$ cat src/rtl/vector_op_sequencer_if.sv
// Issue/execute bundle between instruction decode, vector_op_sequencer and the
// vector datapath. "master" is the decode/datapath side, "slave" the sequencer.
interface vector_op_sequencer_if #(
  parameter int VLEN = 8
);
  localparam int IDXW = $clog2(VLEN);

  logic            issue_valid;
  logic            issue_ready;
  logic [4:0]      ex_ctrl;
  logic            div_done;
  logic            mem_ack;
  logic [IDXW-1:0] elem_idx;
  logic            alu_en;
  logic            div_start;
  logic            mem_req;
  logic            mem_we;
  logic            sreg_we;
  logic            vreg_we;
  logic            stall;
  logic            done;

  modport master (
    output issue_valid, ex_ctrl, div_done, mem_ack,
    input  issue_ready, elem_idx, alu_en, div_start, mem_req, mem_we,
           sreg_we, vreg_we, stall, done
  );

  modport slave (
    input  issue_valid, ex_ctrl, div_done, mem_ack,
    output issue_ready, elem_idx, alu_en, div_start, mem_req, mem_we,
           sreg_we, vreg_we, stall, done
  );
endinterface

$ cat src/rtl/vector_op_sequencer.sv
// Issue-stage sequencer: accepts one decoded instruction and walks it across VLEN
// elements. Define VSEQ_PERF_CNT_EN to add saturating instr_count/busy_cycles counters.
module vector_op_sequencer #(
  parameter int VLEN = 8
`ifdef VSEQ_PERF_CNT_EN
  , parameter int CNTW = 16
`endif
) (
  input  logic                  clk,
  input  logic                  rst,
`ifdef VSEQ_PERF_CNT_EN
  output logic [CNTW-1:0]       instr_count,
  output logic [CNTW-1:0]       busy_cycles,
`endif
  vector_op_sequencer_if.slave  bus
);

  localparam int              IDXW     = $clog2(VLEN);
  localparam logic [IDXW-1:0] LAST_IDX = IDXW'(VLEN - 1);

  typedef enum logic [2:0] {
    S_IDLE,
    S_SCALAR,
    S_VEC,
    S_DIV_START,
    S_DIV_WAIT,
    S_MEM,
    S_FIN
  } state_t;

  state_t          state_q, state_d, accept_state;
  logic [IDXW-1:0] elem_idx_q, elem_idx_d;
  logic            is_store_q, is_store_d;
  logic            handshake, last_elem;

  logic issue_ready_c, alu_en_c, div_start_c, mem_req_c, mem_we_c;
  logic sreg_we_c, vreg_we_c, stall_c, done_c;

  // Class decode of {funct, opcode[2:0], imm}; unlisted encodings retire as ILLEGAL.
  always_comb begin
    accept_state = S_FIN;
    casez (bus.ex_ctrl)
      5'b1????:                   accept_state = S_MEM;
      5'b0000?, 5'b0010?, 5'b0011?: accept_state = S_SCALAR;
      5'b0001?, 5'b0100?, 5'b0101?: accept_state = S_VEC;
      5'b0110?:                   accept_state = S_DIV_START;
      default:                    accept_state = S_FIN;
    endcase
  end

  assign handshake = bus.issue_valid & issue_ready_c;
  assign last_elem = (elem_idx_q == LAST_IDX);

  always_comb begin
    // NOTE: every signal gets a default before the case so no path can infer a latch.
    state_d       = state_q;
    elem_idx_d    = elem_idx_q;
    is_store_d    = is_store_q;
    issue_ready_c = 1'b0;
    alu_en_c      = 1'b0;
    div_start_c   = 1'b0;
    mem_req_c     = 1'b0;
    mem_we_c      = 1'b0;
    sreg_we_c     = 1'b0;
    vreg_we_c     = 1'b0;
    done_c        = 1'b0;

    case (state_q)
      S_IDLE: begin
        issue_ready_c = 1'b1;
        if (handshake) begin
          state_d    = accept_state;
          elem_idx_d = '0;
          is_store_d = bus.ex_ctrl[4] & bus.ex_ctrl[1];
        end
      end

      S_SCALAR: begin
        alu_en_c  = 1'b1;
        sreg_we_c = 1'b1;
        state_d   = S_FIN;
      end

      S_VEC: begin
        alu_en_c  = 1'b1;
        vreg_we_c = 1'b1;
        if (last_elem) state_d    = S_FIN;
        else           elem_idx_d = elem_idx_q + IDXW'(1);
      end

      // div_done is not looked at here: a result cannot belong to this launch yet.
      S_DIV_START: begin
        div_start_c = 1'b1;
        state_d     = S_DIV_WAIT;
      end

      S_DIV_WAIT: begin
        if (bus.div_done) begin
          vreg_we_c = 1'b1;
          if (last_elem) begin
            state_d = S_FIN;
          end else begin
            elem_idx_d = elem_idx_q + IDXW'(1);
            state_d    = S_DIV_START;
          end
        end
      end

      S_MEM: begin
        mem_req_c = 1'b1;
        mem_we_c  = is_store_q;
        if (bus.mem_ack) begin
          vreg_we_c = ~is_store_q;
          if (last_elem) state_d    = S_FIN;
          else           elem_idx_d = elem_idx_q + IDXW'(1);
        end
      end

      S_FIN: begin
        done_c     = 1'b1;
        is_store_d = 1'b0;
        state_d    = S_IDLE;
      end

      default: state_d = S_IDLE;
    endcase
  end

  assign stall_c = (state_q != S_IDLE);

  always_ff @(posedge clk) begin
    // NOTE: non-blocking assignments so every register samples pre-edge values.
    if (rst) begin
      state_q    <= S_IDLE;
      elem_idx_q <= '0;
      is_store_q <= 1'b0;
    end else begin
      state_q    <= state_d;
      elem_idx_q <= elem_idx_d;
      is_store_q <= is_store_d;
    end
  end

  // Reset silences every output in the same cycle, so an abort never leaks a request.
  assign bus.issue_ready = issue_ready_c & ~rst;
  assign bus.elem_idx    = rst ? '0 : elem_idx_q;
  assign bus.alu_en      = alu_en_c    & ~rst;
  assign bus.div_start   = div_start_c & ~rst;
  assign bus.mem_req     = mem_req_c   & ~rst;
  assign bus.mem_we      = mem_we_c    & ~rst;
  assign bus.sreg_we     = sreg_we_c   & ~rst;
  assign bus.vreg_we     = vreg_we_c   & ~rst;
  assign bus.stall       = stall_c     & ~rst;
  assign bus.done        = done_c      & ~rst;

`ifdef VSEQ_PERF_CNT_EN
  always_ff @(posedge clk) begin
    if (rst) begin
      instr_count <= '0;
      busy_cycles <= '0;
    end else begin
      if (done_c && !(&instr_count))  instr_count <= instr_count + CNTW'(1);
      if (stall_c && !(&busy_cycles)) busy_cycles <= busy_cycles + CNTW'(1);
    end
  end
`endif

endmodule

$ cat src/flat_wrapper.sv
// flat-port wrapper written by rule: the top's interface ports become plain ports
module vector_op_sequencer_flat 
#(
  parameter int VLEN = 8

)
  (clk, rst, bus_issue_valid, bus_ex_ctrl, bus_div_done, bus_mem_ack, bus_issue_ready, bus_elem_idx, bus_alu_en, bus_div_start, bus_mem_req, bus_mem_we, bus_sreg_we, bus_vreg_we, bus_stall, bus_done);
  vector_op_sequencer_if #(.VLEN(VLEN)) bus_i ();
  input  logic clk;
  input  logic rst;
  input wire logic [$bits(bus_i.issue_valid)-1:0] bus_issue_valid;
  input wire logic [$bits(bus_i.ex_ctrl)-1:0] bus_ex_ctrl;
  input wire logic [$bits(bus_i.div_done)-1:0] bus_div_done;
  input wire logic [$bits(bus_i.mem_ack)-1:0] bus_mem_ack;
  output wire logic [$bits(bus_i.issue_ready)-1:0] bus_issue_ready;
  output wire logic [$bits(bus_i.elem_idx)-1:0] bus_elem_idx;
  output wire logic [$bits(bus_i.alu_en)-1:0] bus_alu_en;
  output wire logic [$bits(bus_i.div_start)-1:0] bus_div_start;
  output wire logic [$bits(bus_i.mem_req)-1:0] bus_mem_req;
  output wire logic [$bits(bus_i.mem_we)-1:0] bus_mem_we;
  output wire logic [$bits(bus_i.sreg_we)-1:0] bus_sreg_we;
  output wire logic [$bits(bus_i.vreg_we)-1:0] bus_vreg_we;
  output wire logic [$bits(bus_i.stall)-1:0] bus_stall;
  output wire logic [$bits(bus_i.done)-1:0] bus_done;
  assign bus_i.issue_valid = bus_issue_valid;
  assign bus_i.ex_ctrl = bus_ex_ctrl;
  assign bus_i.div_done = bus_div_done;
  assign bus_i.mem_ack = bus_mem_ack;
  assign bus_issue_ready = bus_i.issue_ready;
  assign bus_elem_idx = bus_i.elem_idx;
  assign bus_alu_en = bus_i.alu_en;
  assign bus_div_start = bus_i.div_start;
  assign bus_mem_req = bus_i.mem_req;
  assign bus_mem_we = bus_i.mem_we;
  assign bus_sreg_we = bus_i.sreg_we;
  assign bus_vreg_we = bus_i.vreg_we;
  assign bus_stall = bus_i.stall;
  assign bus_done = bus_i.done;
  vector_op_sequencer #(.VLEN(VLEN)) u_core (.clk(clk), .rst(rst), .bus(bus_i));
endmodule
$ cat config.mk
export PLATFORM = sky130hd
export DESIGN_NAME = vector_op_sequencer_flat
export DESIGN_NICKNAME = d
export VERILOG_FILES = /design/src/rtl/vector_op_sequencer_if.sv /design/src/rtl/vector_op_sequencer.sv /design/src/flat_wrapper.sv
export SDC_FILE = /design/constraint.sdc
export NUM_CORES = 1
export LEC_CHECK = 0
export CORE_MARGIN = 5
export CORE_UTILIZATION = 47
export CTS_CLUSTER_DIAMETER = 40
export CTS_CLUSTER_SIZE = 24
export DETAILED_ROUTE_END_ITERATION = 10
export GPL_TIMING_DRIVEN = 0
export PLACE_DENSITY_LB_ADDON = 0.15
export SLEW_MARGIN = 25
export SYNTH_ARGS = -nofsm -noshare
export SYNTH_HDL_FRONTEND = slang
export SYNTH_SLANG_ARGS = --single-unit
$ cat constraint.sdc
create_clock -name clk -period 5.08 [get_ports clk]
set_input_delay 1.016 -clock clk [delete_from_list [all_inputs] [get_ports clk]]
set_output_delay 1.016 -clock clk [all_outputs]
set_load 0.05 [all_outputs]
==> results.tsv, run 1 <==
metric	value	unit
slowest cell delay on critical path	840	ps
Tcrit/Tclk final	77.87	%
minimum clock period	3956	ps
dpl cell area	863.3	sq um
final setup violating endpoints	0	
Fmax achieved	0.2528	GHz
number of synthesized flops with an enable pin	0	
Via density	5.390	
ys flop type	dfxtp_1	
grt ovf	0	
H-tree depth	1	
syn nets	91	
Post-CTS Setup Inserts	0	
R2R Path Start	u_core.elem_idx_q[0]$_SDFFE_PP0P_	
cts hold-fix bufs	0	
area leader, netlist	dfxtp_1	
first drt pass iteration count	4	
leading post-synthesis cells by cell area	dfxtp_1, nand2b_1, nor2_1	
Mapped Area	644.4	sq um
Root Buffer	clkbuf_4	
reg-to-reg endpoint	u_core.elem_idx_q[0]$_SDFFE_PP0P_	
r2r setup slk	3250	ps
crit start category	primary input	
Die Width	47.03	um
core footprint	0.001301	sq mm
largest net degree at the start of global routing	11	
Worst Skew	12.28	ps
Placement Rows	13	
crit-path max FO	10	
YS warnings	0	
RSZ-0062 raised after global routing	no	
drt drc	0	
IO Port Bufs	20	
CTS tree	done	
hold path endpoint	u_core.elem_idx_q[1]$_SDFFE_PP0P_	
Max Cap Viol	0	
Final HPWL DP	1.264	mm
insertion delay to the later sink of the worst-skew pair	270	ps
Worst EP required	4060	ps
Finished Cell Area	890.9	sq um
status	completed	
vias	636	
Hold Crit Depth	2	
Total Wirelength	1.606	mm
Synth top area share	21.75	%
post-synthesis register bit count	7	
layout cells sized above 1	19.42	%
Starting Density	49.52	%
CP max stage cell	clkdlybuf4s50_1	
min-delay src	u_core.elem_idx_q[1]$_SDFFE_PP0P_	
antenna viol nets, final	0	
post-synthesis cell count	79	
Pwr Density	588.1	mW/mm^2
R2R cell count	6	
initial antenna violation count	0	
Max Root-Sink Buffers	2	
Final GP Congestion	0.8207	
cell mode on critical path	clkdlybuf4s50_1	
Cells after DPL	114	
Syn-to-layout area delta	38.25	%
Overall Global Routing Usage	17.96	%
Antenna Cells	0	
Netlist cell types	39	
final hold vios	0	
Slew HR	66.35	%
clk sink count	7	
Slew Limit Fails	0	
DR iter-0 viols	15	
Die ar.	0.002211	sq mm
layout net count	116	
clock slew seen by the registers of the worst setup and hold paths	70	ps
CP Data Arrival Time	2940	ps
first-pass GRT wire length	2.753	mm
post-synthesis area per instance	8.157	sq um
WS Path Type	primary input to primary output	
CP endpoint kind	primary output	
final cell count without fillers	118	
Slew @ Worst Pin	504.8	ps
post-CTS sizing	0	
P_leak	0.0003715	uW
WL/cell	13.61	um
hold crit path type	register to register	
vias in the first global route	616	
asr flop ratio synth	0	%
CP bufs+invs	3	
VDD IR-drop max	0.3413	mV
crit-path cells	clkdlybuf4s50_1 > clkbuf_1 > nor3_1 > clkdlybuf4s50_1	
TNS Setup	0	ps
CTS Buf Count	3	
IO Pins	22	
Seq/Total Area, Yosys	21.75	%
Synth top cells by count	dfxtp_1, nor2_1, nand2_1, nand2b_1	
Chip Height	47.03	um
kind of cell adding the most delay to the critical path	buffers and inverters	
## sequential cells by signal, summed over array words and instances, names as in the netlist
signal and flops:
u_core.elem_idx_q 3, u_core.is_store_q 1, u_core.state_q 3
## per-stage QoR
| step | setup WS [ps] | util [%] | power, uW | hold WS, ps |
|---|---|---|---|---|
| finish | 1124 | 68.46 | 523.9 | 511.5 |
| global route | 1015 | 68.46 | 555.7 | 553.0 |
| detailed placement | 1128 | 66.35 | 469.0 | 506.6 |
| CTS | 1127 | 68.46 | 525.5 | 518.4 |
| floorplan | 1682 | - | 384.5 | 476.2 |
| global placement | 1197 | 66.35 | 462.3 | 488.8 |
## routing by layer
layer / up-vias / GRT usage, % / share of wire, %
met5: - / 0 / 0
met4: 0 / 7.182 / 0.62
met3: 2 / 7.280 / 5.7
met2: 18 / 26.56 / 47
met1: 284 / 23.13 / 47
li1: 332 / - / -
## where the power goes
group	switching, uW	internal, uW	total (uW)
Clock	25.6	29.0	54.6
Combinational	212	169	381
Sequential	13.9	74.1	87.9
Total	252	272	524
## logic make-up (layout without fill, tap and decap cells)
group	Yosys count	in the layout	share of synthesized area, %
compound gates	19	19	25.24
buf+inv	9	33	8.348
simple gates	38	38	33.60
mux	4	4	7.184
flops	7	7	21.75
fa+ha+maj	2	2	3.883
## placed cells by master (no fill, tap or decap), types with 3 or more instances in the layout
master / n
nand2_1: 6
nor3_1: 5
a21oi_1: 5
dfxtp_1: 7
nand2b_1: 6
nor2b_1: 3
clkbuf_4: 3
inv_1: 4
clkdlybuf4s50_1: 20
nor2_1: 7
## worst max path at each step
stage / slack, ps / depth (start not counted) / to / from
floorplan: 1680 / 2 / bus_alu_en / rst
global placement: 1200 / 4 / bus_alu_en / rst
detailed placement: 1130 / 4 / bus_alu_en / rst
CTS: 1130 / 4 / bus_alu_en / rst
global route: 1020 / 4 / bus_alu_en / rst
finish: 1120 / 4 / bus_div_start / rst
## cell type report
cell class / instances / area, sq um
repair buffers: 20 / 200.2
multi-input cells: 63 / 450.4
clock buffers: 3 / 22.52
fillers: 126 / 410.4
flip-flops and latches: 7 / 140.1
inverters: 4 / 15.01
clock inverters: 1 / 5.005
plain buffers: 5 / 38.79
well taps: 15 / 18.77
## tightest hold or removal path: stages (launching register included)
cell and delay (ps):
dfxtp_1 320, nand2b_1 80, mux2i_1 70
Note: power is estimated with default switching activity, not from simulation.
==> run 2: changes to the inputs <==
CORE_UTILIZATION = 39   (was 47)
clock period = 3.5 ns   (was 5.08 ns; I/O delays follow)
==> run 2 against run 1 <==
  * Register-to-register slack worse by 1600 ps
  * Clock skew is 6.2 ps lower
  * Wire length is 3.1% lower
  * Sequential cell count stayed put
  * Sequential share of layout area stayed put
  * Largest cell class unchanged
  * Highest routed layer unchanged
==> results.tsv, run 2 (synthesized netlist as in run 1, its figures left out) <==
metric	value	unit
core footprint	0.001541	sq mm
Finished Cell Area	890.9	sq um
layout net count	116	
Fmax achieved	0.3053	GHz
Total Wirelength	1.556	mm
CP Data Arrival Time	2580	ps
drt drc	0	
antenna viol nets, final	0	
first-pass GRT wire length	2.656	mm
WL/cell	13.08	um
kind of cell adding the most delay to the critical path	buffers and inverters	
Pwr Density	846.8	mW/mm^2
CTS tree	done	
Starting Density	41.80	%
first drt pass iteration count	4	
H-tree depth	1	
IO Port Bufs	20	
WL met2	660	um
cell mode on critical path	clkdlybuf4s50_1	
Slew HR	66.80	%
CP bufs+invs	3	
crit start category	primary input	
Slew Limit Fails	0	
Slew @ Worst Pin	496.4	ps
largest net degree at the start of global routing	11	
Placement Rows	14	
most frequent cells in the layout	clkdlybuf4s50_1, nor2_1, dfxtp_1	
max layer used	met4	
Min Hold Slack	510.0	ps
initial antenna violation count	0	
RSZ-0062 raised after global routing	no	
Die Width	50.65	um
IO Pins	22	
Tcrit/Tclk final	93.60	%
CTS Buf Count	3	
post-CTS sizing	0	
slowest cell delay on critical path	830	ps
Worst Skew	6.127	ps
Max Cap Viol	0	
insertion delay to the later sink of the worst-skew pair	260	ps
layout cells sized above 1	18.45	%
cts hold-fix bufs	0	
final cell count without fillers	119	
fin util	57.79	%
clock slew seen by the registers of the worst setup and hold paths	50	ps
Antenna Cells	0	
Cells after DPL	115	
fill count	150	
DR iter-0 viols	5	
grt ovf	0	
minimum clock period	3276	ps
Via density	5.294	
status	completed	
routed wl met3	104	um
Syn-to-layout area delta	38.25	%
CP endpoint kind	primary output	
Final HPWL DP	1.227	mm
Die ar.	0.002565	sq mm
P_leak	0.0003688	uW
area of the multi-input gates	450.4	sq um
dpl cell area	864.6	sq um
VDD IR-drop max	0.6098	mV
CP max stage cell	clkdlybuf4s50_1	
crit-path max FO	10	
clk sink count	7	
Reg area	140.1	sq um
wl on met1	771	um
Final GP Congestion	0.7573	
Regs by FF count	u_core.elem_idx_q (3), u_core.state_q (3), u_core.is_store_q (1)	
final setup violating endpoints	0	
hold crit path type	register to register	
Overall Global Routing Usage	13.26	%
final hold vios	0	
WS Path Type	primary input to primary output	
TNS Setup	0	ps
Root Buffer	clkbuf_4	
Worst EP required	2800	ps
Chip Height	50.65	um
crit-path cells	clkdlybuf4s50_1 > clkbuf_1 > nor3_1 > clkdlybuf4s50_1	
commonest non-fill, non-tap cell in the layout	clkdlybuf4s50_1	
Max Root-Sink Buffers	2	
Post-CTS Setup Inserts	0	
vias in the first global route	606	
vias	630	
-- run 2: cell count changes in the layout (fill, tap and decap cells not counted) --
cell / previous run / this run
clkinv_2: 1 / 0
clkbuf_1: 1 / 2
-- run 2: stage by stage --
| step | setup slack, ps | total power [uW] |
|---|---|---|
| floorplan | 734.2 | 558.1 |
| global placement | 217.4 | 672.1 |
| detailed placement | 220.6 | 678.6 |
| CTS | 214.7 | 756.8 |
| global route | 89.52 | 804.1 |
| finish | 224.1 | 754.4 |
-- run 2: worst paths after layout --
kind / to / slack, ps / from / depth (start not counted)
worst max-delay path: bus_div_start / 220 / rst / 4
worst min-delay path: u_core.elem_idx_q[1]$_SDFFE_PP0P_ / 510 / u_core.elem_idx_q[1]$_SDFFE_PP0P_ / 2
worst max register to register: u_core.elem_idx_q[0]$_SDFFE_PP0P_ / 1690 / u_core.elem_idx_q[0]$_SDFFE_PP0P_ / 6
worst min register to register: u_core.elem_idx_q[1]$_SDFFE_PP0P_ / 510 / u_core.elem_idx_q[1]$_SDFFE_PP0P_ / 2
-- run 2: report_power, final --
part | leakage [uW] | total (uW) | switching (uW) | internal, uW
clock | 0.0000150 | 78.2 | 34.4 | 43.8
combinational | 0.000296 | 548 | 303 | 245
sequential | 0.0000573 | 128 | 20.4 | 108
total | 0.000369 | 754 | 358 | 396
-- run 2: final cells by class --
type	instances	area share (%)
buffer	5	4.354
clock buffer	4	2.949
inverter	4	1.685
multi-input combinational	63	50.56
sequential	7	15.73
tap	16	2.247
timing repair buffer	20	22.47
-- run 2: worst min-delay path, cell delays in order (launching register included) --
cell	delay (ps)
dfxtp_1	310
nand2b_1	80
mux2i_1	70
-- run 2: per-layer routing --
layer / track usage, % / vias to the layer above
met5: 0 / -
li1: - / 332
met1: 16.70 / 277
met3: 5.621 / 4
met4: 3.830 / 0
met2: 20.45 / 17
